[config.mk]
export PLATFORM = sky130hd
export DESIGN_NAME = cla_add_scheduler_flat
export DESIGN_NICKNAME = d
export VERILOG_FILES = /design/src/rtl/cla_add_scheduler_if.sv /design/src/rtl/cla_add_scheduler.sv /design/src/flat_wrapper.sv
export SDC_FILE = /design/constraint.sdc
export NUM_CORES = 1
export LEC_CHECK = 0
export CORE_AREA = 2 2 138 140
export DETAILED_ROUTE_END_ITERATION = 8
export DIE_AREA = 0 0 140 142
export GPL_ROUTABILITY_DRIVEN = 0
export HOLD_SLACK_MARGIN = 0.08
export PLACE_DENSITY_LB_ADDON = 0.1
export SYNTH_ARGS = -nofsm -noshare
export SYNTH_HDL_FRONTEND = slang
export SYNTH_SLANG_ARGS = --single-unit
[constraint.sdc]
create_clock -name clk -period 4.5 [get_ports clk]
set_clock_uncertainty 0.1 [all_clocks]
set_input_delay 0.9 -clock clk [delete_from_list [all_inputs] [get_ports clk]]
set_output_delay 0.9 -clock clk [all_outputs]
set_load 0.01 [all_outputs]
[src/rtl/cla_add_scheduler_if.sv]
//==============================================================================
// cla_add_scheduler_if : requester and response bus of the shared adder scheduler
// Rev 1.0 - initial release
//==============================================================================
`default_nettype none

interface cla_add_scheduler_if #(
  parameter int NREQ  = 4,
  parameter int W     = 16,
  parameter int WORDS = 2
);
  localparam int OW  = W * WORDS;
  localparam int IDW = $clog2(NREQ);

  logic [NREQ-1:0]    req_valid;
  logic [NREQ-1:0]    req_ready;
  logic [NREQ*OW-1:0] req_a;
  logic [NREQ*OW-1:0] req_b;
  logic [NREQ-1:0]    req_cin;
  logic               rsp_valid;
  logic               rsp_ready;
  logic [IDW-1:0]     rsp_id;
  logic [OW-1:0]      rsp_sum;
  logic               rsp_cout;

  modport master (
    output req_valid, req_a, req_b, req_cin, rsp_ready,
    input  req_ready, rsp_valid, rsp_id, rsp_sum, rsp_cout
  );

  modport slave (
    input  req_valid, req_a, req_b, req_cin, rsp_ready,
    output req_ready, rsp_valid, rsp_id, rsp_sum, rsp_cout
  );
endinterface

`default_nettype wire

[src/rtl/cla_add_scheduler.sv]
//==============================================================================
// cla_add_scheduler : round-robin sharing of one W-bit adder, multi-word add
// Rev 1.0 - initial release
//==============================================================================
`default_nettype none

module cla_add_scheduler #(
  parameter int NREQ  = 4,
  parameter int W     = 16,
  parameter int WORDS = 2
) (
  input  wire logic           clk,
  input  wire logic           rst_n,
  cla_add_scheduler_if.slave  bus,
  output logic [W-1:0]        o_add_a,
  output logic [W-1:0]        o_add_b,
  output logic                o_add_cin,
  input  wire logic [W-1:0]   i_add_s,
  input  wire logic           i_add_cout
);
  localparam int OW  = W * WORDS;
  localparam int IDW = $clog2(NREQ);
  localparam int WIW = (WORDS > 1) ? $clog2(WORDS) : 1;

  typedef enum logic [1:0] {
    S_IDLE = 2'd0,
    S_EXEC = 2'd1,
    S_RESP = 2'd2
  } state_t;

  state_t          r_state;
  logic [IDW-1:0]  r_last;
  logic [IDW-1:0]  r_id;
  logic [WIW-1:0]  r_idx;
  logic [OW-1:0]   r_a;
  logic [OW-1:0]   r_b;
  logic [OW-1:0]   r_acc;
  logic            r_add_cin;
  logic            r_rsp_valid;
  logic [IDW-1:0]  r_rsp_id;
  logic [OW-1:0]   r_rsp_sum;
  logic            r_rsp_cout;

  logic            w_any;
  logic [IDW-1:0]  w_gidx;
  logic [OW-1:0]   w_sel_a;
  logic [OW-1:0]   w_sel_b;
  logic            w_sel_cin;
  logic [OW-1:0]   w_acc_next;

  // Scan from farthest to nearest so the requester closest after r_last wins.
  always_comb begin
    logic [IDW:0]   j_full;
    logic [IDW-1:0] j;
    w_any  = 1'b0;
    w_gidx = '0;
    j_full = '0;
    j      = '0;
    for (int k = NREQ; k >= 1; k--) begin
      j_full = {1'b0, r_last} + (IDW+1)'(k);
      if (j_full >= (IDW+1)'(NREQ))
        j_full = j_full - (IDW+1)'(NREQ);
      j = j_full[IDW-1:0];
      if (bus.req_valid[j]) begin
        w_any  = 1'b1;
        w_gidx = j;
      end
    end
  end

  always_comb begin
    w_sel_a   = '0;
    w_sel_b   = '0;
    w_sel_cin = 1'b0;
    for (int k = 0; k < NREQ; k++) begin
      if (w_gidx == IDW'(k)) begin
        w_sel_a   = bus.req_a[k*OW +: OW];
        w_sel_b   = bus.req_b[k*OW +: OW];
        w_sel_cin = bus.req_cin[k];
      end
    end
  end

  // Result words enter at the top so word 0 ends at the bottom after WORDS steps.
  generate
    if (WORDS > 1) begin : g_acc_multi
      assign w_acc_next = {i_add_s, r_acc[OW-1:W]};
    end else begin : g_acc_single
      assign w_acc_next = i_add_s;
    end
  endgenerate

  assign bus.req_ready = (rst_n && (r_state == S_IDLE) && w_any)
                       ? (NREQ'(1) << w_gidx) : '0;
  assign bus.rsp_valid = r_rsp_valid;
  assign bus.rsp_id    = r_rsp_id;
  assign bus.rsp_sum   = r_rsp_sum;
  assign bus.rsp_cout  = r_rsp_cout;

  // Operands shift down one word per EXEC cycle and are all-zero outside EXEC.
  assign o_add_a   = r_a[W-1:0];
  assign o_add_b   = r_b[W-1:0];
  assign o_add_cin = r_add_cin;

  always_ff @(posedge clk or negedge rst_n) begin
    if (!rst_n) begin
      r_state     <= S_IDLE;
      r_last      <= IDW'(NREQ-1);
      r_id        <= '0;
      r_idx       <= '0;
      r_a         <= '0;
      r_b         <= '0;
      r_acc       <= '0;
      r_add_cin   <= 1'b0;
      r_rsp_valid <= 1'b0;
      r_rsp_id    <= '0;
      r_rsp_sum   <= '0;
      r_rsp_cout  <= 1'b0;
    end else begin
      case (r_state)
        S_IDLE: begin
          if (w_any) begin
            r_a       <= w_sel_a;
            r_b       <= w_sel_b;
            r_add_cin <= w_sel_cin;
            r_id      <= w_gidx;
            r_last    <= w_gidx;
            r_idx     <= '0;
            r_state   <= S_EXEC;
          end
        end
        S_EXEC: begin
          r_acc <= w_acc_next;
          r_a   <= r_a >> W;
          r_b   <= r_b >> W;
          if (r_idx == WIW'(WORDS-1)) begin
            r_add_cin   <= 1'b0;
            r_rsp_valid <= 1'b1;
            r_rsp_id    <= r_id;
            r_rsp_sum   <= w_acc_next;
            r_rsp_cout  <= i_add_cout;
            r_state     <= S_RESP;
          end else begin
            r_add_cin <= i_add_cout;
            r_idx     <= r_idx + WIW'(1);
          end
        end
        S_RESP: begin
          if (bus.rsp_ready) begin
            r_rsp_valid <= 1'b0;
            r_state     <= S_IDLE;
          end
        end
        default: r_state <= S_IDLE;
      endcase
    end
  end
endmodule

`default_nettype wire

[src/flat_wrapper.sv]
// flat-port wrapper written by rule: the top's interface ports become plain ports
module cla_add_scheduler_flat 
#(
  parameter int NREQ  = 4,
  parameter int W     = 16,
  parameter int WORDS = 2
)
  (clk, rst_n, o_add_a, o_add_b, o_add_cin, i_add_s, i_add_cout, bus_req_valid, bus_req_a, bus_req_b, bus_req_cin, bus_rsp_ready, bus_req_ready, bus_rsp_valid, bus_rsp_id, bus_rsp_sum, bus_rsp_cout);
  cla_add_scheduler_if #(.NREQ(NREQ), .W(W), .WORDS(WORDS)) bus_i ();
  input  wire logic clk;
  input  wire logic rst_n;
  output logic [W-1:0] o_add_a;
  output logic [W-1:0] o_add_b;
  output logic o_add_cin;
  input  wire logic [W-1:0] i_add_s;
  input  wire logic i_add_cout;
  input wire logic [$bits(bus_i.req_valid)-1:0] bus_req_valid;
  input wire logic [$bits(bus_i.req_a)-1:0] bus_req_a;
  input wire logic [$bits(bus_i.req_b)-1:0] bus_req_b;
  input wire logic [$bits(bus_i.req_cin)-1:0] bus_req_cin;
  input wire logic [$bits(bus_i.rsp_ready)-1:0] bus_rsp_ready;
  output wire logic [$bits(bus_i.req_ready)-1:0] bus_req_ready;
  output wire logic [$bits(bus_i.rsp_valid)-1:0] bus_rsp_valid;
  output wire logic [$bits(bus_i.rsp_id)-1:0] bus_rsp_id;
  output wire logic [$bits(bus_i.rsp_sum)-1:0] bus_rsp_sum;
  output wire logic [$bits(bus_i.rsp_cout)-1:0] bus_rsp_cout;
  assign bus_i.req_valid = bus_req_valid;
  assign bus_i.req_a = bus_req_a;
  assign bus_i.req_b = bus_req_b;
  assign bus_i.req_cin = bus_req_cin;
  assign bus_i.rsp_ready = bus_rsp_ready;
  assign bus_req_ready = bus_i.req_ready;
  assign bus_rsp_valid = bus_i.rsp_valid;
  assign bus_rsp_id = bus_i.rsp_id;
  assign bus_rsp_sum = bus_i.rsp_sum;
  assign bus_rsp_cout = bus_i.rsp_cout;
  cla_add_scheduler #(.NREQ(NREQ), .W(W), .WORDS(WORDS)) u_core (.clk(clk), .rst_n(rst_n), .bus(bus_i), .o_add_a(o_add_a), .o_add_b(o_add_b), .o_add_cin(o_add_cin), .i_add_s(i_add_s), .i_add_cout(i_add_cout));
endmodule
# Yosys cells after proc, flatten, opt, wreduce, memory -nomap -nowiden
# Index checks and enable logic that the tools add are counted.
dict set report classes {
  n_reduce_logical 11
  shifts 1
  muxes 50
  add_sub_neg 9
  magnitude_cmp 8
  n_eq_ne 8
}
# cell count
set op_table {}
lappend op_table {{32-bit 2-to-1 mux} 10}
lappend op_table {{32-bit one-hot mux with 2 select lines} 2}
lappend op_table {{2-bit 2-to-1 mux} 11}
lappend op_table {{1-bit 2-to-1 mux} 18}
lappend op_table {{3-bit >= comparator (second input constant)} 4}
lappend op_table {{2-bit by 3-bit less-than comparator with 1-bit output (second input constant)} 4}
lappend op_table {{1-bit binary-select mux with 2-bit select} 4}
lappend op_table {{2-bit by 1-bit subtractor with 2-bit output (second input constant)} 4}
lappend op_table {{2-bit by 2-bit adder with 3-bit output (second input constant)} 2}
lappend op_table {{2-bit == test (second input constant)} 3}
lappend op_table {{1-bit one-hot mux with 2 select lines} 3}
lappend op_table {{2-bit one-hot mux with 3 select lines} 1}
lappend op_table {{2-bit AND reduction} 3}
lappend op_table {{3-bit AND reduction} 2}
lappend op_table {{2-bit by 1-bit == test with 1-bit output (second input constant)} 2}
lappend op_table {{2-bit zero test} 2}
lappend op_table {{4-bit 2-to-1 mux} 1}
lappend op_table {{2-bit by 1-bit != test with 1-bit output (second input constant)} 2}
lappend op_table {{2-bit nonzero test} 2}
lappend op_table {{1-bit by 2-bit left shift with 4-bit output (first input constant)} 1}
lappend op_table {{2-bit by 1-bit adder with 3-bit output (second input constant)} 1}
lappend op_table {{2-bit by 3-bit adder with 3-bit output (second input constant)} 1}
lappend op_table {{1-bit logical AND} 2}
lappend op_table {{2-bit != test (second input constant)} 1}
lappend op_table {{1-bit adder (second input constant)} 1}
dict set report word_totals {
  word_cells 99
  reg_bits 140
  out_inout_bits 73
}

# Longest topological paths before layout
dict set report depth {
  word_depth 16
  depth_mapped 8
  ltp_nobuf 5
}

# Least setup slack after synthesis
# OpenSTA, ideal clock, no wires.
dict set report synth_path {
  path_kind {in2out}
  start {in bus_req_valid[0]}
  end {out bus_req_ready[2]}
  t_arrival_ns 2.118
  setup_slack_ns 1.382
  cell_stages 6
  path_buffers 2
  path_cell_list {or4_1 -> and2_1 -> buf_6 -> buf_2 -> nand2_1 -> nor2_1}
}
dict set report synth_between {
  elab_chain_len 8
  word_cells_on_any_way 19
}
# element line
set synth_lines {}
lappend synth_lines {{from (decl)} flat_wrapper.sv:17} ;# input wire logic [$bits(bus_i.req_valid)-1:0] bus_req_valid;
lappend synth_lines {{1-bit binary-select mux with 2-bit select} cla_add_scheduler.sv:64} ;# if (bus.req_valid[j]) begin
lappend synth_lines {{1-bit 2-to-1 mux (not written as such)} cla_add_scheduler.sv:64}
lappend synth_lines {{2-bit 2-to-1 mux / 1-bit 2-to-1 mux (equally long branches) (4 in a row)} cla_add_scheduler.sv:64}
lappend synth_lines {{1-bit by 2-bit left shift with 4-bit output / 1-bit logical AND (equally long branches)} {cla_add_scheduler.sv:94, cla_add_scheduler.sv:93}}
lappend synth_lines {{4-bit 2-to-1 mux (*)} cla_add_scheduler.sv:94} ;# ? (NREQ'(1) << w_gidx) : '0;
lappend synth_lines {{to (decl)} flat_wrapper.sv:22} ;# output wire logic [$bits(bus_i.req_ready)-1:0] bus_req_ready;
# Mark *: on every way between the ends. The rest lies on a longest branch, timed or not. The select of a mux whose other input is x is not followed.

# Worst setup path in the final report
dict set report layout_path {
  start {in bus_req_valid[1]}
  end {out bus_req_ready[1]}
}
# The elaborated chain is that of the path after synthesis.

==> impl_metrics.env <==
export IMPL_hold_path_class="flop to flop"
export IMPL_grt_max_degree=120
export IMPL_report_final_slew_viol_count=0
export IMPL_synth_top_cell_by_area="dfrtp_1"
export IMPL_num_io_pins=357
export IMPL_syn_avg_cell_area_sq_um=9.72
export IMPL_required_ps=3500
export IMPL_path_common_cell="clkdlybuf4s50_1"
export IMPL_dp_hpwl_mm=16.8
export IMPL_syn_area_sq_um=6870
export IMPL_rsz0062_at_grt="no"
export IMPL_tns_ps=0
export IMPL_hold_buffers=0
export IMPL_violations="DRC"
export IMPL_areaGrowthSynthToFinish_pct=58.3
export IMPL_via_count=6583
export IMPL_max_stage_delay_ps=610
export IMPL_drive_gt1_share_pct=11.6
export IMPL_start_util_pct=37.2
export IMPL_grt_pass1_vias=6792
export IMPL_outcome="complete, but fails checks"
export IMPL_worst_setup_path_end_kind="primary output"
export IMPL_setup_viol=0
export IMPL_io_buffers=356
export IMPL_clock_latency_ps=410
export IMPL_antenna_cells=0
export IMPL_synth_area_leaders="dfrtp_1 (44%), mux2_2 (10%), o221ai_1 (8.3%)"
export IMPL_worstPathMaxFanout=6
export IMPL_grt_use_total_pct=24.1
export IMPL_cts_sink_count=124
export IMPL_finalWirelength_mm=23.8
export IMPL_period_share_pct=87.5
export IMPL_cts_post_setup_buffers_inserted=0
export IMPL_final_hold_viol_count=0
export IMPL_power_density_nw_per_um2=619
export IMPL_initialDrtViolationCount=293
export IMPL_path_class="input pin to primary output"
export IMPL_drc=16
export IMPL_synth_top_area_share_pct=44.4
export IMPL_first_pass_iters=9
export IMPL_syn_inst=707
export IMPL_antenna_found_initial=1
export IMPL_slew_headroom_pct=41.5
export IMPL_die_w_um=140
export IMPL_cts_tree="yes"
export IMPL_yosys_warnings=0
export IMPL_dp_slack_ps=547
export IMPL_clock_root_buffer="clkbuf_16"
export IMPL_layout_min_cycle_time_ps=3940
export IMPL_cp_cell_sequence="clkdlybuf4s50_1, or4_1, and2_2, nand2_1, nor3_1, clkdlybuf4s50_1"
export IMPL_core_area_sq_um=18500
export IMPL_ys_ff_latch=124
export IMPL_synth_nets=991
export IMPL_arrival_ps=2940
export IMPL_cts_resized=0
export IMPL_cp_slowest_cell="or4_1"
export IMPL_ant_nets=0
export IMPL_clk_path_buf_depth=2
export IMPL_grt_pass1_wl_mm=37.4
export IMPL_layout_common_cells="clkdlybuf4s50_1 (355), dfrtp_1 (122), nand2_1 (93), o221ai_1 (65), nor2_1 (64)"
export IMPL_p_leak_uw=0.00435
export IMPL_wl_per_cell_um=19.0
export IMPL_routed_via_density=5.27
export IMPL_die_area_sq_um=19900
export IMPL_final_common_cell="clkdlybuf4s50_1"
export IMPL_htree_levels=4
export IMPL_synthDistinctLibCells=31
export IMPL_grt_ovfl_total=0
export IMPL_die_y_um=142
export IMPL_num_rows=50
export IMPL_vdd_drop_max_v=0.000315
export IMPL_start_kind="input pin"
export IMPL_clk_pin_slew_ps=60
export IMPL_drv_cap=0
export IMPL_worst_pin_slew_ps=877
export IMPL_postLayoutSetupSlackWorst_ps=562
export IMPL_numCtsBuffers=17
export IMPL_fin_nets=1285
export IMPL_yosysSeqAreaShare_pct=45.2
export IMPL_fmax_ghz=0.254
-- Yosys cell counts, drive strengths merged --
library cell / n
nor2b: 4
o21ai: 37
nor2: 64
a211oi: 2
o31ai: 32
nor4bb: 1
buf: 76
or4: 1
dfrtp: 122
nand2: 93
inv: 4
nor3: 62
dfstp: 2
nand3: 1
clkbuf: 16
mux2i: 13
o221ai: 65
a31oi: 1
a22oi: 28
and2: 1
o22ai: 1
mux2: 63
nand3b: 1
nand2b: 3
a21oi: 7
a21o: 7
-- layer usage --
layer | track usage [%] | share of wire, % | vias to the layer above
met1 | 29.7 | 41 | 3139
met2 | 41.9 | 51 | 237
met3 | 5.89 | 6.6 | 35
met5 | 0 | 0.046 | -
li1 | - | - | 3170
met4 | 7.34 | 2.2 | 2
-- final cells by class --
type,count,area (sq um)
clock inverter,15,154
inverter,4,15.0
multi-input combinational,487,3210
clock buffer,17,425
fill,1636,7580
sequential,124,3110
timing repair buffer,367,3670
tap,234,293
-- critical path: cells and delay by family --
kind	cells	cell delay, ps
simple gates	4	1040
buf+inv	2	990
-- cell families (layout without fill, tap and decap cells) --
| family | count (synthesis) | in the layout | synth area share, % |
|---|---|---|---|
| buffers and inverters | 96 | 403 | 8.62 |
| flip-flops | 124 | 124 | 45.2 |
| multiplexers | 76 | 76 | 12.2 |
| AO/OA/AOI/OAI | 180 | 180 | 19.7 |
| AND/OR/NAND/NOR | 231 | 231 | 14.3 |
-- worst paths after layout --
path | startpoint | to | slack (ps) | depth (start not counted)
max | bus_req_valid[1] | bus_req_ready[1] | 560 | 6
min | u_core.r_acc[26] | u_core.r_acc[26] | 370 | 2
max reg2reg | u_core.r_last[1] | u_core.r_a[4] | 1890 | 6
min reg2reg | u_core.r_acc[26] | u_core.r_acc[26] | 370 | 2
max in group asynchronous | rst_n | u_core.r_acc[22] | 2350 | 3
min in group asynchronous | rst_n | u_core.bus.rsp_sum[10] | 550 | 2
-- power breakdown --
| group | switching [uW] | internal [uW] | total [uW] |
|---|---|---|---|
| sequential | 314 | 1680 | 1990 |
| combinational | 1720 | 1680 | 3400 |
| clock | 563 | 781 | 1340 |
| total | 2590 | 4140 | 6730 |
-- state kept, by name, indices dropped and copies added (netlist names) --
| name | flops |
|---|---|
| u_core.bus.rsp_cout | 1 |
| u_core.bus.rsp_id | 2 |
| u_core.bus.rsp_sum | 32 |
| u_core.bus.rsp_valid | 1 |
| u_core.o_add_cin | 1 |
| u_core.r_a | 32 |
| u_core.r_acc | 16 |
| u_core.r_b | 32 |
| u_core.r_id | 2 |
| u_core.r_idx | 1 |
| u_core.r_last | 2 |
| u_core.r_state | 2 |
-- through the flow --
step | utilization [%] | power (uW) | std cells | hold WS [ps] | cell area, sq um
after floorplan | - | 4190 | 707 | 342 | 6870
after global placement | 55.8 | 5410 | 1216 | 355 | 10300
after detailed placement | 55.8 | 5460 | 1216 | 363 | 10300
after CTS | 58.9 | 6820 | 1248 | 378 | 10900
after global routing | 58.9 | 7220 | 1248 | 391 | 10900
final | 58.9 | 6730 | 1248 | 372 | 10900
Note: power is estimated with default switching activity, not from simulation.
